--- src/rtl/regfile_wb_arbiter_pkg.sv ---
// regfile_wb_arbiter_pkg: shared CPU widths for the write-back path
package regfile_wb_arbiter_pkg;
  localparam int REG_AW = 5;
  localparam int DATA_W = 32;
  localparam logic [REG_AW-1:0] REG_ZERO = 5'd0;
  localparam int WB_NREQ = 3;
  localparam int WB_SW = (WB_NREQ > 1) ? $clog2(WB_NREQ) : 1;
endpackage

--- src/rtl/regfile_wb_arbiter_rr_picker.sv ---
// rr_picker: combinational round-robin pick starting at ptr, one-hot plus index
module rr_picker #(
  parameter int N = 3,
  parameter int IW = (N > 1) ? $clog2(N) : 1
) (
  input  logic [N-1:0]  req,
  input  logic [IW-1:0] ptr,
  output logic [N-1:0]  gnt,
  output logic [IW-1:0] idx
);
  always_comb begin
    gnt = '0;
    idx = '0;
    // walk from farthest to nearest so the closest request to ptr wins
    for (int k = N - 1; k >= 0; k--) begin
      if (req[(int'(ptr) + k) % N]) begin
        gnt = '0;
        gnt[(int'(ptr) + k) % N] = 1'b1;
        idx = IW'((int'(ptr) + k) % N);
      end
    end
  end
endmodule

--- src/rtl/regfile_wb_arbiter.sv ---
// regfile_wb_arbiter: round-robin share of the register-file write port
module regfile_wb_arbiter
  import regfile_wb_arbiter_pkg::*;
#(
  parameter int NREQ = WB_NREQ,
  parameter int AW = REG_AW,
  parameter int DW = DATA_W,
  parameter int SW = (NREQ > 1) ? $clog2(NREQ) : 1
) (
  input  logic             clk,
  input  logic             rst,
  input  logic             stall,
  input  logic [NREQ-1:0]  req,
  input  logic [NREQ*AW-1:0] req_addr,
  input  logic [NREQ*DW-1:0] req_data,
  output logic [NREQ-1:0]  gnt,
  output logic             wb_en,
  output logic [AW-1:0]    wb_addr,
  output logic [DW-1:0]    wb_data,
  output logic [SW-1:0]    wb_src
);
  logic [SW-1:0]   rr_ptr;
  logic [SW-1:0]   idx;
  logic [NREQ-1:0] pick;
  logic            grant;
  logic [AW-1:0]   sel_addr;
  logic [DW-1:0]   sel_data;

  rr_picker #(.N(NREQ), .IW(SW)) u_pick (
    .req(req),
    .ptr(rr_ptr),
    .gnt(pick),
    .idx(idx)
  );

  assign gnt = (stall || rst) ? '0 : pick;
  assign grant = |gnt;
  assign sel_addr = req_addr[int'(idx)*AW +: AW];
  assign sel_data = req_data[int'(idx)*DW +: DW];

  always_ff @(posedge clk or posedge rst) begin
    if (rst) begin
      rr_ptr <= '0;
      wb_en <= 1'b0;
      wb_addr <= '0;
      wb_data <= '0;
      wb_src <= '0;
    end else if (grant) begin
      rr_ptr <= (idx == SW'(NREQ - 1)) ? '0 : idx + 1'b1;
      wb_en <= sel_addr != AW'(0);
      wb_addr <= sel_addr;
      wb_data <= sel_data;
      wb_src <= idx;
    end else begin
      wb_en <= 1'b0;
    end
  end
endmodule

--- config.mk ---
export PLATFORM = sky130hd
export DESIGN_NAME = regfile_wb_arbiter
export DESIGN_NICKNAME = d
export VERILOG_FILES = /design/src/rtl/regfile_wb_arbiter_pkg.sv /design/src/rtl/regfile_wb_arbiter_rr_picker.sv /design/src/rtl/regfile_wb_arbiter.sv
export SDC_FILE = /design/constraint.sdc
export NUM_CORES = 1
export LEC_CHECK = 0
export CAP_MARGIN = 5
export CORE_ASPECT_RATIO = 1.4
export CORE_UTILIZATION = 39
export CTS_BUF_LIST = sky130_fd_sc_hd__clkbuf_8
export DETAILED_ROUTE_END_ITERATION = 6
export PLACE_DENSITY = 0.9
export RECOVER_POWER = 25
export SLEW_MARGIN = 20
export SYNTH_ARGS = -nofsm -noshare
export SYNTH_HDL_FRONTEND = slang
export SYNTH_SLANG_ARGS = --single-unit
--- constraint.sdc ---
create_clock -name clk -period 3.33 [get_ports clk]
set_input_delay 0.666 -clock clk [delete_from_list [all_inputs] [get_ports clk]]
set_output_delay 0.666 -clock clk [all_outputs]
set_load 0.1 [all_outputs]
==> reports/qor.txt, run 1 <==
drt wl/cell - 15.5 µm
Max Slew Vio Count - 43
max_cap viols - 1
Worst Slack Setup Final - 0.148 ns
Slew @ Worst Pin - 1.58 ns
Hold Fails Final Rpt - 0
Initial Utilization - 40.4%
Place WS - 0.0566 ns
Clock transition at path regs - 0.08 ns
main area contributors after synthesis - dfrtp_1 (39%), mux2i_1 (15%), o221ai_1 (5.9%), nand2_1 (4.9%), mux2_2 (4.6%)
CP Class - input port to primary output
Post-Synthesis Cell Area - 0.00267 mm²
Worst setup SP type - input port
outcome - finished, violations left
register area - 0.00105 mm²
XOR/XNOR Fraction of Synth Area - 0%
Finish-stage setup viols - 0
Gate Count Post-Synth - 265
CTS tree - built
worst path cell trace - clkdlybuf4s50_1, mux2i_1, o21a_1, o31ai_2, nand2_1, buf_6, nor2_2, buf_12
Required @ worst endpoint - 2.66 ns
Num Clock Sinks - 42
Area growth syn-to-layout - 63.7%
main combinational cell family by area after synthesis - multiplexers
PortBufs - 159
GR Overflow Total - 0
core area - 0.00661 mm²
maximum clock insertion buffer count - 2
async set or reset register ratio after synthesis - 100%
filler cell count - 534
Residual DRC - 0
largest net degree at the start of global routing - 43
violated checks - capacitance limit, slew limit
Post-Route Utilization - 66.1%
launch point of the worst reg-to-reg path - rr_ptr[0]
Crit path largest cell delay - 0.55 ns
DRT antenna net count - 0
Synth Area in Adders - 1.41%
drt via density - 5.04
Root Buffer - clkbuf_8
I/O pins - 160
Crit Path Max Fanout - 19
post-CTS setup buffer count - 0
Max Freq - 314 MHz
delay-heaviest family, CP - buffers and inverters
row cnt - 35
most numerous cell in the Yosys netlist - dfrtp_1
die outline area - 0.00719 mm²
vias in the first global route - 2,690
later-pin clock latency in the skew report - 0.29 ns
CP max-delay cell - clkdlybuf4s50_1
RePlAce Congestion - 0.868
initial antenna violation count - 0
final worst-path cycle share - 95.6%
First DRT Iteration DRCs - 59
hold worst-path end - wb_data[6]
Mapped Nets - 385
cts bufs inserted - 5
critical hold path startpoint - wb_data[6]
Post-layout nets - 546
Tot GR Track Use - 23.5%
warnings from Yosys - 0
Yosys top cell area share - 39.3%
Primary FF master, synth - dfrtp_1
DP HPWL - 6330 µm
FF-to-FF End - wb_data[12]
layout cells sized above 1 - 18.0%
Multi-input gate area - 0.00142 mm²
Post-synth EDFFs - 0
post-cts resize count - 0
Die Y-Extent - 99.9 µm
number of diodes - 0
clk_skew - 0.00333 ns
commonest cells in the netlist - dfrtp_1 (42), mux2i_1 (39), nand2_1 (35), inv_1 (26), o221ai_1 (18)
Slew Limit Headroom - -5.16%
R2R depth - 10
CP bufs+invs - 3
Post-Synth Simple-Gate Area - 10.6%
worst hold path type - flip-flop to flip-flop
mux cell area share after synthesis - 22.5%
H-tree levels - 2
Avg Cell Area, Syn - 10.1 µm²
wirelength, routed - 8060 µm
sequential area share after synthesis - 39.3%
total number of vias - 2,618
Die X - 71.9 µm
First-pass DRT Iterations - 4
Period minus WS final - 3.18 ns
leading area contributor after synthesis - dfrtp_1
hold buffers post-CTS - 0
#FFs+latches synth - 42
Synth cell types - 45
critical path endpoint category - primary output
Hold Path Depth - 1
Worst EP arrival - 2.52 ns
reg2reg setup slack - 0.45 ns
first-pass GRT wire length - 13,100 µm
Synth Area in Compound Gates - 17.7%
[worst max-delay path by stage]
stage / from / end / slack [ns] / depth (start not counted)
after floorplan: rr_ptr[0] / gnt[1] / 0.14 / 10
after global placement: req[0] / wb_data[13] / -0.16 / 8
after detailed placement: req[0] / wb_data[12] / 0.06 / 9
after CTS: rr_ptr[0] / gnt[1] / 0.09 / 9
after global routing: req[0] / gnt[1] / -0.0004 / 8
final: req[0] / gnt[1] / 0.15 / 8
[metal layers]
layer	vias up	share of wire, %	GRT usage, %
met5	-	0	0
met4	0	3.2	8.45
met3	22	4.7	5.12
met2	100	53	43.0
met1	1231	39	26.5
li1	1265	-	-
[final cells by class]
class	instances	share of cell area, %
Clock buffer	6	1.89
Clock inverter	2	0.286
Inverter	26	2.23
Multi-Input combinational cell	179	32.4
Sequential cell	42	24.0
Tap cell	92	2.63
Timing Repair Buffer	172	36.5
[flip-flops by register name, indices dropped and copies added (netlist names)]
register  count
wb_addr       5
wb_en         1
wb_data      32
wb_src        2
rr_ptr        2
[layout by cell type, fill, tap and decap left out, drive strengths merged]
master	netlist	final
o2bb2ai	2	2
a21o	2	2
clkinvlp	0	1
a221o	1	1
o22ai	1	1
buf	13	42
nor2b	4	4
a211oi	1	1
o31ai	1	1
o311a	1	1
ha	3	3
nand2	35	35
o21a	2	2
and2	4	4
nor2	5	5
o311ai	1	1
a31oi	1	1
o21ai	18	18
nand2b	3	3
a21boi	1	1
clkdlybuf4s50	0	116
a41oi	1	1
dfrtp	42	42
dlygate4sd3	0	1
a211o	1	1
clkinv	0	1
nor3b	1	1
nand3b	2	2
mux2i	39	39
a221oi	2	2
and3	4	4
or2	1	1
a2111oi	1	1
inv	26	26
a21oi	5	5
mux2	18	18
o221ai	18	18
clkbuf	5	19
[cells by family (layout without fill, tap and decap cells)]
| kind of cell | count (synthesis) | in the layout |
|---|---|---|
| flip-flops | 42 | 42 |
| AO/OA/AOI/OAI | 60 | 60 |
| multiplexers | 57 | 57 |
| AND/OR/NAND/NOR | 59 | 59 |
| buffers and inverters | 44 | 206 |
| adder cells (fa/ha/maj) | 3 | 3 |
[metrics by stage]
| stage | cells | area (µm²) | TNS (ns) | hold slack, ns |
|---|---|---|---|---|
| global route | 519 | 4370 | -0.000400 | 0.518 |
| floorplan | 265 | 2680 | 0 | 0.536 |
| global placement | 510 | 4280 | -2.32 | 0.471 |
| CTS | 519 | 4410 | 0 | 0.498 |
| finish | 519 | 4370 | 0 | 0.491 |
| detailed placement | 511 | 4310 | 0 | 0.478 |
Power of run 1 is not shown: default switching activity piles up to over one toggle a cycle in this logic, so the estimate is an artifact.
==> inputs of run 2 (changes only) <==
- CORE_UTILIZATION: 39 -> 42
- PLACE_DENSITY: 0.9 -> 0.95
- clock period: 3.33 -> 3.84 ns (I/O delays scaled with it)
==> run 2 against run 1 <==
  * The flow still finishes with violations (capacitance limit, slew limit)
  * Via count is 1.9% higher
  * Worst hold slack better by 0.0035 ns
  * First-iteration DRC count is 110% higher
  * Setup slack better by 0.32 ns
  * Critical path type unchanged
  * Critical endpoint is now gnt[0]
==> reports/qor.txt, run 2 (synthesized netlist as in run 1, its figures left out) <==
worst path cell trace - clkdlybuf4s50_1, nand2_1, a21o_1, a21oi_1, mux2i_1, nor2_1, buf_12
first-pass GRT wire length - 12,800 µm
Clock transition at path regs - 0.08 ns
drt via density - 5.42
initial antenna violation count - 0
CTS tree - built
cts bufs inserted - 5
Initial Utilization - 43.3%
Slew Limit Headroom - -5.71%
post-CTS setup buffer count - 0
layout cells sized above 1 - 9.76%
outcome - finished, violations left
Reg with most FFs - wb_data
CP bufs+invs - 2
First-pass DRT Iterations - 4
biggest regs - wb_data: 32 flops, wb_addr: 5 flops
Period minus WS final - 3.37 ns
DRT antenna net count - 0
vias in the first global route - 2,667
GR Overflow Total - 0
Required @ worst endpoint - 3.07 ns
I/O pins - 160
final worst-path cycle share - 87.8%
number of diodes - 0
delay-heaviest family, CP - buffers and inverters
unrepaired setup endpoints after global routing - false
commonest non-fill, non-tap cell in the layout - clkdlybuf4s50_1
Max Slew Vio Count - 43
die outline area - 0.00669 mm²
Residual DRC - 0
H-tree levels - 2
max_cap viols - 1
critical path endpoint category - primary output
most frequent cells in the layout - clkdlybuf4s50_1 (155), dfrtp_1 (42), mux2i_1 (39)
Hold Fails Final Rpt - 0
CP max-delay cell - clkdlybuf4s50_1
largest net degree at the start of global routing - 43
Die X - 69.4 µm
core area - 0.00617 mm²
PortBufs - 159
Root Buffer - clkbuf_8
First DRT Iteration DRCs - 122
Die Y-Extent - 96.4 µm
Worst EP arrival - 2.60 ns
wirelength, routed - 8460 µm
later-pin clock latency in the skew report - 0.29 ns
Tot GR Track Use - 24.7%
RePlAce Congestion - 0.816
TNS Setup - 0 ns
Post-layout nets - 539
Crit path largest cell delay - 0.62 ns
drt wl/cell - 17.2 µm
post-cts resize count - 0
CP Class - input port to primary output
worst hold path type - flip-flop to flip-flop
maximum clock insertion buffer count - 2
DP HPWL - 6670 µm
row cnt - 34
Max Freq - 297 MHz
total number of vias - 2,668
violated checks - capacitance limit, slew limit
Num Clock Sinks - 42
Finish-stage setup viols - 0
Slew @ Worst Pin - 1.58 ns
hold buffers post-CTS - 0
Area growth syn-to-layout - 66.4%
max reg flops - 32
Worst setup SP type - input port
clk_skew - 0.00697 ns
Crit Path Max Fanout - 6
run 2: path summary, 6_finish.rpt:
kind / start / endpoint / slack, ns / cells past startpoint
min reg2reg: wb_data[7] / wb_data[7] / 0.49 / 1
max reg2reg: rr_ptr[0] / wb_data[27] / 0.68 / 10
max in group asynchronous: rst / wb_data[5] / 1.48 / 2
min in group asynchronous: rst / wb_data[15] / 1.43 / 2
max: req[2] / gnt[0] / 0.47 / 7
min: wb_data[7] / wb_data[7] / 0.49 / 1
run 2: layer usage:
| layer | part of all wire (%) | vias to the layer above | global-route usage [%] |
|---|---|---|---|
| met1 | 37 | 1281 | 26.5 |
| met5 | 0 | - | 0 |
| met4 | 3.8 | 0 | 13.1 |
| met2 | 55 | 107 | 46.4 |
| li1 | - | 1250 | - |
| met3 | 4.4 | 30 | 4.19 |
run 2: area by class of cell:
class	count	area [µm²]
sequential	42	1050
clock inverter	3	68.8
fill	458	1720
multi-input combinational	179	1400
timing repair buffer	165	1670
tap	72	90.1
inverter	26	97.6
clock buffer	5	68.8
run 2: stage by stage:
stage	hold WS (ns)	std cells	utilization, %	cell area [µm²]	setup WS [ns]
2_1_floorplan	0.536	265	-	2670	0.0807
3_3_place_gp	0.468	484	69.8	4310	0.425
3_5_place_dp	0.485	484	69.8	4310	0.272
4_1_cts	0.504	492	72.0	4440	0.513
5_1_grt	0.524	492	72.0	4440	0.364
6_report	0.495	492	72.0	4440	0.469
run 2: worst register-to-register path: stages (launching register included):
cell      delay [ns]
dfrtp_1         0.36
inv_1           0.08
ha_1            0.43
mux2i_1         0.16
o21ai_1         0.29
o31ai_2         0.12
nand2_1         0.11
buf_4           0.34
and2_4          0.24
nand2b_1        0.61
o221ai_1        0.26
Power of run 2 is left out for the same reason.
==> inputs of run 3 (changes only) <==
- CELL_PAD_IN_SITES_DETAIL_PLACEMENT: not set -> 1
- CELL_PAD_IN_SITES_GLOBAL_PLACEMENT: not set -> 2
- CORE_UTILIZATION: 42 -> 23
- PLACE_DENSITY: 0.95 -> 0.94
==> run 3 against run 2 <==
  * The flow still finishes with violations (capacitance limit, slew limit)
  * Sequential share of layout area fell by 0.35 points
  * Non-clock buffer count grew 1
  * First-iteration DRC count is 57% lower
  * Core utilization fell by 32 points
  * Die area increased by 80%
  * Cell area up 1.5%
  * Critical path type unchanged
  * Critical endpoint is now gnt[1]
  * Highest routed layer unchanged
==> reports/qor.txt, run 3 (synthesized netlist as in run 1, its figures left out) <==
I/O pins - 160
Finish-stage setup viols - 0
met3 wire length - 352 µm
cts bufs inserted - 5
drt wl/cell - 16.7 µm
filler cell count - 1,291
unrepaired setup endpoints after global routing - false
CTS tree - built
final worst-path cycle share - 86.5%
DRT antenna net count - 0
first-pass GRT wire length - 14,500 µm
max_cap viols - 1
max reg flops - 32
Post-layout nets - 540
Max Slew Vio Count - 43
Crit path largest cell delay - 0.58 ns
Hold Fails Final Rpt - 0
First-pass DRT Iterations - 4
Max Freq - 301 MHz
Post-DP Area - 0.00440 mm²
Area growth syn-to-layout - 68.9%
H-tree levels - 2
Residual DRC - 0
initial antenna violation count - 0
Worst EP arrival - 2.55 ns
Clock transition at path regs - 0.08 ns
core area - 0.0113 mm²
DP HPWL - 7560 µm
layout cells sized above 1 - 9.50%
biggest regs - wb_data: 32 flops, wb_addr: 5 flops
Die Y-Extent - 130 µm
worst hold path type - flip-flop to flip-flop
Worst setup SP type - input port
vias in the first global route - 2,922
drt via density - 4.64
row cnt - 46
met2 wire len - 5580 µm
Initial Utilization - 23.6%
Die X - 93.1 µm
hold buffers post-CTS - 0
CP Class - input port to primary output
Reg with most FFs - wb_data
commonest non-fill, non-tap cell in the layout - clkdlybuf4s50_1
wire length on met1 - 3360 µm
Required @ worst endpoint - 3.07 ns
total number of vias - 2,620
critical path endpoint category - primary output
post-CTS setup buffer count - 0
max layer used - met4
RePlAce Congestion - 0.764
TNS Setup - 0 ns
Tot GR Track Use - 15.7%
worst path cell trace - clkdlybuf4s50_1, mux2i_1, o21a_1, o31ai_2, nand2_1, nor2_1, buf_12
Crit Path Max Fanout - 5
wirelength, routed - 9440 µm
largest net degree at the start of global routing - 43
Slew @ Worst Pin - 1.64 ns
PortBufs - 159
Num Clock Sinks - 42
worst hold slack - 0.489 ns
Period minus WS final - 3.32 ns
most frequent cells in the layout - clkdlybuf4s50_1 (155), dfrtp_1 (42), mux2i_1 (39)
Slew Limit Headroom - -9.45%
later-pin clock latency in the skew report - 0.29 ns
post-cts resize count - 0
Root Buffer - clkbuf_8
post-route cell area - 0.00451 mm²
clk_skew - 0.00749 ns
First DRT Iteration DRCs - 53
CP max-delay cell - clkdlybuf4s50_1
Worst Slack Setup Final - 0.518 ns
violated checks - capacitance limit, slew limit
Place WS - 0.467 ns
GR Overflow Total - 0
outcome - finished, violations left
number of diodes - 0
maximum clock insertion buffer count - 2
die outline area - 0.0121 mm²
[run 3: stage by stage]
stage               cells  util, %
floorplan             265        -
global placement      557     38.8
detailed placement    557     38.8
CTS                   565     39.8
global route          565     39.8
finish                565     39.8
[run 3: critical path: cells and delay by family]
| kind | cells | cell delay, ns |
|---|---|---|
| buffers and inverters | 2 | 0.78 |
| AO/OA/AOI/OAI | 2 | 0.53 |
| AND/OR/NAND/NOR | 2 | 0.35 |
| multiplexers | 1 | 0.12 |
[run 3: area by class of cell]
class	instances	area [µm²]	area share, %
inverter	26	97.6	2.16
clock buffer	5	68.8	1.53
timing repair buffer	166	1670	37.1
multi-input combinational	179	1400	31.1
sequential	42	1050	23.3
tap	144	180	3.99
clock inverter	3	37.5	0.832
[run 3: path summary, 6_finish.rpt]
check / start / to / slack (ns) / cells after the start
worst max register to register: rr_ptr[0] / wb_en / 0.97 / 9
min in group asynchronous: rst / wb_data[19] / 1.46 / 2
worst min register to register: wb_data[8] / wb_data[8] / 0.49 / 1
max in group asynchronous: rst / wb_data[12] / 1.44 / 2
worst max-delay path: req[1] / gnt[1] / 0.52 / 7
worst min-delay path: wb_data[8] / wb_data[8] / 0.49 / 1
[run 3: routing by layer]
metal,global-route usage [%],vias up
li1,-,1249
met1,15.6,1284
met2,32.6,78
met3,2.46,9
met4,4.89,0
met5,0,-
Power of run 3 is left out for the same reason.
